File: src/rtl/cam_frame_writer.sv
// cam_frame_writer: packs OV7670 RGB444 byte pairs into pixels and writes them to the frame buffer (CAM_TEST_PATTERN_EN: colour bars)
module cam_frame_writer #(
    parameter int AW    = 15,
    parameter int DW    = 12,
    parameter int IMG_W = 160,
    parameter int IMG_H = 120
) (
    input  logic          clk,
    input  logic          rst,
    input  logic          cam_pclk,
    input  logic          cam_vsync,
    input  logic          cam_href,
    input  logic [7:0]    cam_px_data,
    output logic [AW-1:0] addr_in,
    output logic [DW-1:0] data_in,
    output logic          regwrite,
    output logic          frame_done,
    output logic [6:0]    line_count
);
    localparam logic [AW-1:0] LAST  = AW'(IMG_W * IMG_H - 1);
    localparam logic [6:0]    LINES = 7'(IMG_H);

    typedef enum logic [1:0] {WAIT_FRAME, BYTE_HI, BYTE_LO} state_t;

    state_t        state_q, state_d;
    logic          pclk_s1_q, pclk_s2_q, pclk_s3_q;
    logic          vs_s1_q, vs_s2_q, vs_last_q;
    logic          hr_s1_q, hr_s2_q, hr_last_q;
    logic [7:0]    px_s1_q, px_s2_q;
    logic [3:0]    hi_q, hi_d;
    logic [AW-1:0] addr_q, addr_d;
    logic [DW-1:0] data_q, data_d, px;
    logic          wr_q, wr_d, done_q, done_d, full_q, full_d;
    logic [6:0]    lines_q, lines_d;
    logic          pclk_rise, vs_fall, vs_rise, hr_fall, take;

    // Camera edges are judged against the level seen at the previous PCLK rise
    assign pclk_rise = pclk_s2_q & ~pclk_s3_q;
    assign vs_fall   = pclk_rise & vs_last_q & ~vs_s2_q;
    assign vs_rise   = pclk_rise & ~vs_last_q & vs_s2_q;
    assign hr_fall   = pclk_rise & hr_last_q & ~hr_s2_q;
    assign take      = pclk_rise & hr_s2_q;

    assign addr_in    = addr_q;
    assign data_in    = data_q;
    assign regwrite   = wr_q;
    assign frame_done = done_q;
    assign line_count = lines_q;

    // Two-flop synchronizers plus the per-PCLK history used for edge detection
    always_ff @(posedge clk) begin
        if (rst) begin
            {pclk_s1_q, pclk_s2_q, pclk_s3_q} <= '0;
            {vs_s1_q, vs_s2_q, vs_last_q}     <= '0;
            {hr_s1_q, hr_s2_q, hr_last_q}     <= '0;
            px_s1_q <= '0;
            px_s2_q <= '0;
        end else begin
            {pclk_s1_q, pclk_s2_q, pclk_s3_q} <= {cam_pclk, pclk_s1_q, pclk_s2_q};
            {vs_s1_q, vs_s2_q} <= {cam_vsync, vs_s1_q};
            {hr_s1_q, hr_s2_q} <= {cam_href, hr_s1_q};
            px_s1_q <= cam_px_data;
            px_s2_q <= px_s1_q;
            vs_last_q <= pclk_rise ? vs_s2_q : vs_last_q;
            hr_last_q <= pclk_rise ? hr_s2_q : hr_last_q;
        end
    end

`ifdef CAM_TEST_PATTERN_EN
    localparam logic [8*12-1:0] BARS = {12'h000, 12'h00F, 12'hF00, 12'hF0F,
                                        12'h0F0, 12'h0FF, 12'hFF0, 12'hFFF};
    localparam logic [AW-1:0]   W_L   = AW'(IMG_W);
    localparam logic [AW-1:0]   BAR_L = AW'(IMG_W / 8);
    logic [AW-1:0] col;
    logic [2:0]    bar;

    // Colour bar chosen by column; camera bytes are ignored
    always_comb begin
        col = addr_q % W_L;
        bar = 3'(col / BAR_L);
        px  = DW'(BARS[bar*12 +: 12]);
    end
`else
    // Latched red nibble joined with the green/blue byte
    always_comb begin
        px = DW'({hi_q, px_s2_q});
    end
`endif

    // Capture FSM, address/line bookkeeping and output strobes
    always_comb begin
        state_d = state_q;
        hi_d    = hi_q;
        addr_d  = addr_q;
        data_d  = data_q;
        wr_d    = 1'b0;
        done_d  = 1'b0;
        full_d  = full_q;
        lines_d = lines_q;
        if (wr_q) begin
            full_d = full_q | (addr_q == LAST);
            addr_d = (addr_q == LAST) ? addr_q : addr_q + AW'(1);
        end
        case (state_q)
            WAIT_FRAME: if (vs_fall) begin
                state_d = BYTE_HI;
                addr_d  = '0;
                lines_d = '0;
                full_d  = 1'b0;
            end
            BYTE_HI: if (take) begin
                hi_d    = px_s2_q[3:0];
                state_d = BYTE_LO;
            end
            BYTE_LO: begin
                if (take || hr_fall)
                    state_d = BYTE_HI;
                if (take && !full_q) begin
                    wr_d   = 1'b1;
                    data_d = px;
                end
            end
            default: state_d = WAIT_FRAME;
        endcase
        if (hr_fall && state_q != WAIT_FRAME)
            lines_d = (lines_q == LINES) ? lines_q : lines_q + 7'd1;
        if (vs_rise && state_q != WAIT_FRAME) begin
            done_d  = 1'b1;
            state_d = WAIT_FRAME;
        end
    end

    // State and output registers
    always_ff @(posedge clk) begin
        if (rst) begin
            state_q <= WAIT_FRAME;
            hi_q    <= '0;
            addr_q  <= '0;
            data_q  <= '0;
            wr_q    <= 1'b0;
            done_q  <= 1'b0;
            full_q  <= 1'b0;
            lines_q <= '0;
        end else begin
            state_q <= state_d;
            hi_q    <= hi_d;
            addr_q  <= addr_d;
            data_q  <= data_d;
            wr_q    <= wr_d;
            done_q  <= done_d;
            full_q  <= full_d;
            lines_q <= lines_d;
        end
    end
endmodule

File: config.mk
export PLATFORM = sky130hd
export DESIGN_NAME = cam_frame_writer
export DESIGN_NICKNAME = d
export VERILOG_FILES = /design/src/rtl/cam_frame_writer.sv
export SDC_FILE = /design/constraint.sdc
export NUM_CORES = 1
export LEC_CHECK = 0
export CORE_MARGIN = 3
export CORE_UTILIZATION = 45
export CTS_CLUSTER_SIZE = 12
export DETAILED_ROUTE_END_ITERATION = 8
export PLACE_DENSITY = 0.74
export SLEW_MARGIN = 30
export SYNTH_ARGS = -nofsm -noshare
export SYNTH_HDL_FRONTEND = slang
export SYNTH_SLANG_ARGS = --single-unit
File: constraint.sdc
create_clock -name clk -period 2.1 [get_ports clk]
set_input_delay 0.21 -clock clk [delete_from_list [all_inputs] [get_ports clk]]
set_output_delay 0.21 -clock clk [all_outputs]
set_load 0.01 [all_outputs]
-- After elaboration in Yosys (flattened, before gate mapping)
Cells that the tools add are included.
Widths: inputs -> output; s select.
- logic and storage cells: 75
- bits in registers: 68
- bits of input ports: 13
- output and inout bits: 36
- bitwise logic cells: 14
- $add $sub $neg: 2
- reduce and logical (&&, ||, !) cells: 15
- equal/unequal tests: 8
- multiplexer cells: 17
- operators by type and width (cell ; number):
    $mux 15 ; 4
    $mux 7 ; 4
    $add 15x1->15 const B ; 1
    $eq 15x15->1 const B ; 1
    $and 1x1->1 ; 8
    $ne 2x2->1 const B ; 4
    $add 7x1->7 const B ; 1
    $eq 7x7->1 const B ; 1
    $mux 2 ; 3
    $pmux 2 s3 ; 1
    $reduce_and 3->1 ; 2
    $reduce_bool 2->1 ; 3
    $mux 1 ; 5
    $not 1->1 ; 5
    $reduce_and 2->1 ; 2
    $reduce_or 2->1 ; 2
    $logic_and 1x1->1 ; 3
    $eq 2x1->1 const B ; 1
    $eq 2x2->1 const B ; 1
    $logic_not 2->1 ; 1
    $logic_not 1->1 ; 1
    $logic_or 1x1->1 ; 1
    $or 1x1->1 ; 1

-- Longest topological paths before layout
Gate-level depths: netlist of the first run.
- word-level depth: 7
- mapped depth: 6

-- Least setup slack after synthesis of the first run
OpenSTA, ideal clock, no wires.
- path type: register to register
- start: register addr_q[0], in the netlist addr_in[0]
- end: register addr_q[14], in the netlist addr_in[14]
- slack: 0.466 ns
- period minus slack after synthesis: 1.634 ns
- data required time: 2.030 ns
- arrival time: 1.565 ns
- cell stages (with the launch flop): 6
- cells stage by stage: dfxtp_1 ha_1 and3_1 nand3_1 or4_1 a21oi_1
- word-level cells in the longest chain between the ends: 5
- ends and longest elaborated chain (element ; RTL line ; RTL):
    from (decl) ; 31 ; logic [AW-1:0] addr_q, addr_d;
    from (signal assigned) ; 147 ; addr_q <= addr_d;
    $add 15x1->15 or $eq 15x15->1 (tied branches) ; 102 ; addr_d = (addr_q == LAST) ? addr_q : addr_q + AW'(1);
    $mux 15 * ; 102 ;
    $mux 15 * ; 100 ; if (wr_q) begin
    $mux 15 ; 105 ; WAIT_FRAME: if (vs_fall) begin
    $mux 15 * ; 104 ; case (state_q)
Mark *: on every way between the ends. The rest lies on a longest branch, timed or not.
A chain may end at the register's enable or synchronous reset.

-- Worst setup path in the final report of the first run
- start: register addr_q[0], in the netlist addr_in[0]
- end: register addr_q[4], in the netlist addr_in[4]
The elaborated chain is that of the path after synthesis.

==> metrics.csv, run 1 <==
metric;value;unit
status;complete, no violations;
fin crit period;1754;ps
synthesized netlist cell count;272;
largest net degree at the start of global routing;48;
RePlAce Congestion;0.8094;
Reg-to-Reg Start;addr_in[0];
Ys Warns;0;
met1 Use GR;19.15;%
fin area;3393;um2
CTS buffer count;9;
clock slew at reported path FFs;80;ps
final hold viol count;0;
Buffers on Ports;48;
dpl ws;359.1;ps
Seq cells post-synth;68;
CP Max Fanout;9;
grt total ovfl;0;
Final ANT Viol Nets;0;
worst setup margin;345.9;ps
WP data required;2300;ps
Slew HR;55.89;%
die width;82.58;um
CP endpoint kind;flop;
Layout area overhead;28.59;%
hold_buf cts;0;
1st-pass router iterations;4;
worst slew pin tran;661.6;ps
CTS root buf;clkbuf_8;
post-route DRC violation count;0;
Max Cap Viol;0;
clock sinks;68;
die footprint;6819;um2
prevailing post-synth register cell;dfxtp_1;
WL final;4.952;mm
drt wl/cell;12.32;um
leak pwr;0.001293;uW
syn_nets;288;
critical path class;reg2reg;
clk_skew;6.470;ps
vias in the first global route;1890;
first-pass GRT wire length;8.169;mm
synth unique cells;43;
peak supply drop;0.0005367;V
Post-synth EDFFs;0;
Detail Placement HPWL;3.438;mm
M3 GR Usage;4.338;%
CP arrival;1960;ps
Initial Util;47.34;%
DR iter-0 viols;62;
clk buf depth;2;
share of the cycle needed by the critical path after routing;83.53;%
total negative slack;0;ps
vias per cell;5.107;
Hold/Removal Path Class;in2reg;
vias post-DR;2053;
CTS tree;built;
Crit. Startpoint;addr_in[0];
asr flop ratio synth;0;%
Die Y;82.58;um
Worst-Skew Late Latency;340;ps
Post-Synthesis Cell Area;2639;um2
H-tree levels;3;
Total Routing Usage GR;15.83;%
Placed Area;3188;um2
final antenna diode count;0;
fin. max-slew vios;0;
fillers;494;
Achievable Freq;570.1;MHz
grt peak-use layer;met2;
GR Layer Usage met2;25.56;%
HP Start;rst;
startpoint types;flop;
RSZ-0062 raised after global routing;no;
Syn Area/Cell;9.701;um2
layout cell share with drive strength beyond 1;8.485;%
cts repair resizes;0;
initial antenna violation count;0;
placement row count;27;
P per Cell Area;729.8;nW/um2
# IOs;49;
Seq/Total Area, Yosys;51.59;%
post-CTS setup buffers;0;
floorplan core area;5574;um2
Final Net Count;341;
setup violators final;0;
## path summary, 6_finish.rpt
kind / slack [ps] / end / cells past startpoint
max: 350 / addr_in[4] / 5
min: 280 / full_q / 3
max reg2reg: 350 / addr_in[4] / 5
min reg2reg: 430 / px_s2_q[3] / 1
## cell usage after synthesis (2+ instances only)
cell type  number  area share (%)
o21ai_0        12             2.3
o211ai_1        2            0.57
nor2_1         23             3.3
dfxtp_1        68              52
o21a_1          2            0.57
o31ai_1         2            0.57
clkbuf_1        5            0.71
or3_1           8             1.9
nand2b_1        2            0.47
nor3b_1         3            0.85
inv_1           6            0.85
nand2_1        18             2.6
nor3_1          4            0.76
or4_1           4             1.1
nand4_1         5             1.2
ha_1            3             1.4
and3_1          6             1.4
or3_2           2            0.57
buf_2           4            0.76
nand3_1        12             2.3
mux2i_1        17             6.4
nor2b_1        27             6.4
a21oi_1        17             3.2
## per-layer routing
layer / wire length [um] / vias to the layer above
li1: - / 1068
met3: 249 / 8
met5: 0 / -
met1: 2284 / 936
met4: 100 / 0
met2: 2317 / 41
## layout make-up
cell class	instances	area [um2]	share of cell area, %
Multi-Input combinational cell	188	1209	35.62
Clock buffer	9	123.9	3.650
Tap cell	72	90.09	2.655
Sequential cell	68	1361	40.12
Clock inverter	7	81.33	2.397
Timing Repair Buffer	52	505.5	14.90
Inverter	6	22.52	0.6637
## registers in the layout (all words and copies together) (netlist names), 2 cells and up
signal and cells:
px_s1_q 8, data_in 12, hi_q 4, px_s2_q 8, addr_in 15, state_q 2, line_count 7
## cells in the final DEF (no fill, tap or decap), drive strengths merged, types with 3 or more instances in the layout
master         netlist  routed
dfxtp               68      68
clkdlybuf4s50        0      47
nor2b               27      27
nor2                23      23
nand2               18      18
mux2i               17      17
a21oi               17      17
o21ai               12      12
nand3               12      12
or3                 10      10
inv                  6      10
clkbuf               5       9
and3                 6       6
nand4                6       6
buf                  5       5
or4                  4       4
nor3                 4       4
nor3b                3       3
ha                   3       3
## report_power, final
part / internal [uW] / leakage [uW] / switching, uW
Sequential: 1310 / 0.000552 / 7.24
Clock: 566 / 0.000101 / 525
Combinational: 36.1 / 0.000639 / 33.1
Total: 1910 / 0.00129 / 565
## stage by stage
step	util [%]	total power, uW	instances	hold slack [ps]
after detailed placement	57.19	1416	386	420.4
final	60.88	2476	402	284.5
after floorplan	-	1385	272	338.2
after global placement	57.19	1415	386	418.5
after CTS	60.88	2512	402	293.7
after global routing	60.88	2575	402	343.7
## critical path, stage by stage (launching register included)
cell and delay (ps):
dfxtp_1 400, ha_1 220, nand3_1 170, o41ai_4 560, or3_2 200, a21oi_1 60
## logic make-up (layout without fill, tap and decap cells)
| logic type | count (synthesis) | after routing | share of synthesized area, % |
|---|---|---|---|
| multiplexers | 17 | 17 | 6.448 |
| AND/OR/NAND/NOR | 122 | 122 | 26.46 |
| flip-flops | 68 | 68 | 51.59 |
| adder cells (fa/ha/maj) | 3 | 3 | 1.423 |
| buffers and inverters | 16 | 74 | 2.608 |
| XOR/XNOR | 2 | 2 | 0.6639 |
| AO/OA/AOI/OAI | 44 | 44 | 10.81 |
Note: power is estimated with default switching activity, not from simulation.
==> inputs of run 2 (changes only) <==
clock period = 1.74 ns   (was 2.1 ns; I/O delays follow)
==> metrics.csv, run 2 (synthesis gave the netlist of run 1 again) <==
metric;value;unit;change
Die Y;82.58;um;unchanged
first-pass GRT wire length;8.066;mm;-1.3%
layout cell share with drive strength beyond 1;11.61;%;+3.1 points
Hold/Removal Path Class;in2reg;;
WL final;5.015;mm;+1.3%
P per Cell Area;864.6;nW/um2;+18%
peak supply drop;0.0006543;V;+22%
met1 Use GR;17.32;%;-1.8 points
Buffers on Ports;48;;unchanged
status;complete, no violations;;
Total Routing Usage GR;15.44;%;-0.39 points
clock sinks;68;;unchanged
setup violators final;0;;unchanged
M3 GR Usage;3.905;%;-0.43 points
register area;1364;um2;+0.18%
1st-pass router iterations;4;;unchanged
initial antenna violation count;0;;unchanged
fillers;485;;-1.8%
CP cell instances;or3b_4 > o41ai_4 > buf_4 > xor2_1 > nor2_1;;
H-tree levels;3;;unchanged
drt wl/cell;12.29;um;-0.22%
CP endpoint kind;flop;;
CTS tree;built;;
fin crit period;1681;ps;-72.96 ps
largest net degree at the start of global routing;48;;unchanged
leak pwr;0.001322;uW;+2.3%
CP max stage delay;440;ps;-120 ps
grt total ovfl;0;;unchanged
floorplan core area;5574;um2;unchanged
Max Cap Viol;0;;unchanged
commonest non-fill, non-tap cells in the layout;66 x dfxtp_1, 47 x clkdlybuf4s50_1, 26 x nor2b_1;;
vias per cell;5.152;;+0.88%
WP data required;1960;ps;-340 ps
RSZ-0062 raised after global routing;no;;
Reg2Reg Setup Slack;60;ps;-290 ps
crit-path leading delay family;simple AND/OR/NAND/NOR gates;;
total negative slack;0;ps;unchanged
worst path bufs/invs;1;;+1
final antenna diode count;0;;unchanged
Layout area overhead;30.82;%;
Worst-Skew Late Latency;340;ps;about the same
Placed Area;3226;um2;+1.2%
Initial Util;47.34;%;unchanged
CTS root buf;clkbuf_8;;
dpl cells;391;;+1.3%
placement row count;27;;unchanged
fin. max-slew vios;0;;unchanged
final std cells w/o fill;408;;+1.5%
Slew HR;57.18;%;+1.3 points
startpoint types;flop;;
DR iter-0 viols;85;;+37%
die footprint;6819;um2;unchanged
clk buf depth;2;;unchanged
vias in the first global route;1946;;+3.0%
max reg flops;15;;unchanged
clock slew at reported path FFs;80;ps;about the same
GR Layer Usage met2;26.68;%;+1.1 points
CP max-delay cell;or3b_4;;
CTS buffer count;9;;unchanged
clk_skew;11.80;ps;+5.329 ps
vias post-DR;2102;;+2.4%
final core occ;61.93;%;+1.1 points
Detail Placement HPWL;3.519;mm;+2.4%
CP Max Fanout;8;;-1
post-route DRC violation count;0;;unchanged
# IOs;49;;unchanged
RePlAce Congestion;0.7939;;-1.9%
Final ANT Viol Nets;0;;unchanged
most common cell after layout, fill and taps aside;dfxtp_1;;
die width;82.58;um;unchanged
worst slew pin tran;642.3;ps;-19.38 ps
critical path class;reg2reg;;
grt peak-use layer;met2;;
Achievable Freq;594.8;MHz;+4.3%
final hold viol count;0;;unchanged
Final Net Count;347;;+1.8%
CP arrival;1900;ps;-60 ps
share of the cycle needed by the critical path after routing;96.62;%;+13 points
fin area;3452;um2;+1.7%
Multi-input gate area;1220;um2;+0.93%
## run 2: power by group
part	leakage [uW]	internal (uW)	switching, uW	total (uW)
clock network	0.000101	681	632	1310
registers	0.000553	1580	8.66	1590
logic	0.000667	43.9	39.4	83.2
total	0.00132	2300	680	2980
## run 2: area by class of cell
type	instances	share of cell area [%]
flip-flops and latches	68	39.51
clock inverters	7	2.356
inverters	6	0.6524
well taps	72	2.610
repair buffers	58	15.95
clock buffers	9	3.588
multi-input cells	188	35.34
## run 2: per-stage QoR
step / setup WS, ps / hold slack [ps] / total power (uW)
2_1_floorplan: 105.7 / 302.2 / 1671
3_3_place_gp: 92.42 / 419.5 / 1708
3_5_place_dp: 47.22 / 423.9 / 1709
4_1_cts: 33.60 / 246.9 / 3019
5_1_grt: 0.7665 / 302.7 / 3091
6_report: 58.87 / 255.2 / 2985
## run 2: worst reg2reg max path, stage by stage (launching register included)
cell and delay (ps):
dfxtp_2 360, or3b_4 440, o41ai_4 360, buf_4 210, xor2_1 140, nor2_1 50
## run 2: layer usage
layer | part of all wire [%] | vias up | routed length, um
li1 | - | 1081 | -
met1 | 45 | 962 | 2247
met2 | 48 | 50 | 2403
met3 | 5.4 | 9 | 271
met4 | 1.9 | 0 | 93
met5 | 0 | - | 0
## run 2: repair_timing
item	CTS	global route
setup endpoints to repair	0	17
resized for setup	0	5
buffers inserted	0	1
endpoints found under the hold margin	0	0
hold buffers	0	0
## run 2: path summary, 6_finish.rpt
path	depth (start not counted)	endpoint	start
worst max-delay path	5	addr_in[0]	addr_in[8]
worst max register to register	5	addr_in[0]	addr_in[8]
worst min-delay path	3	full_q	rst
worst min register to register	1	hr_s2_q	hr_s1_q
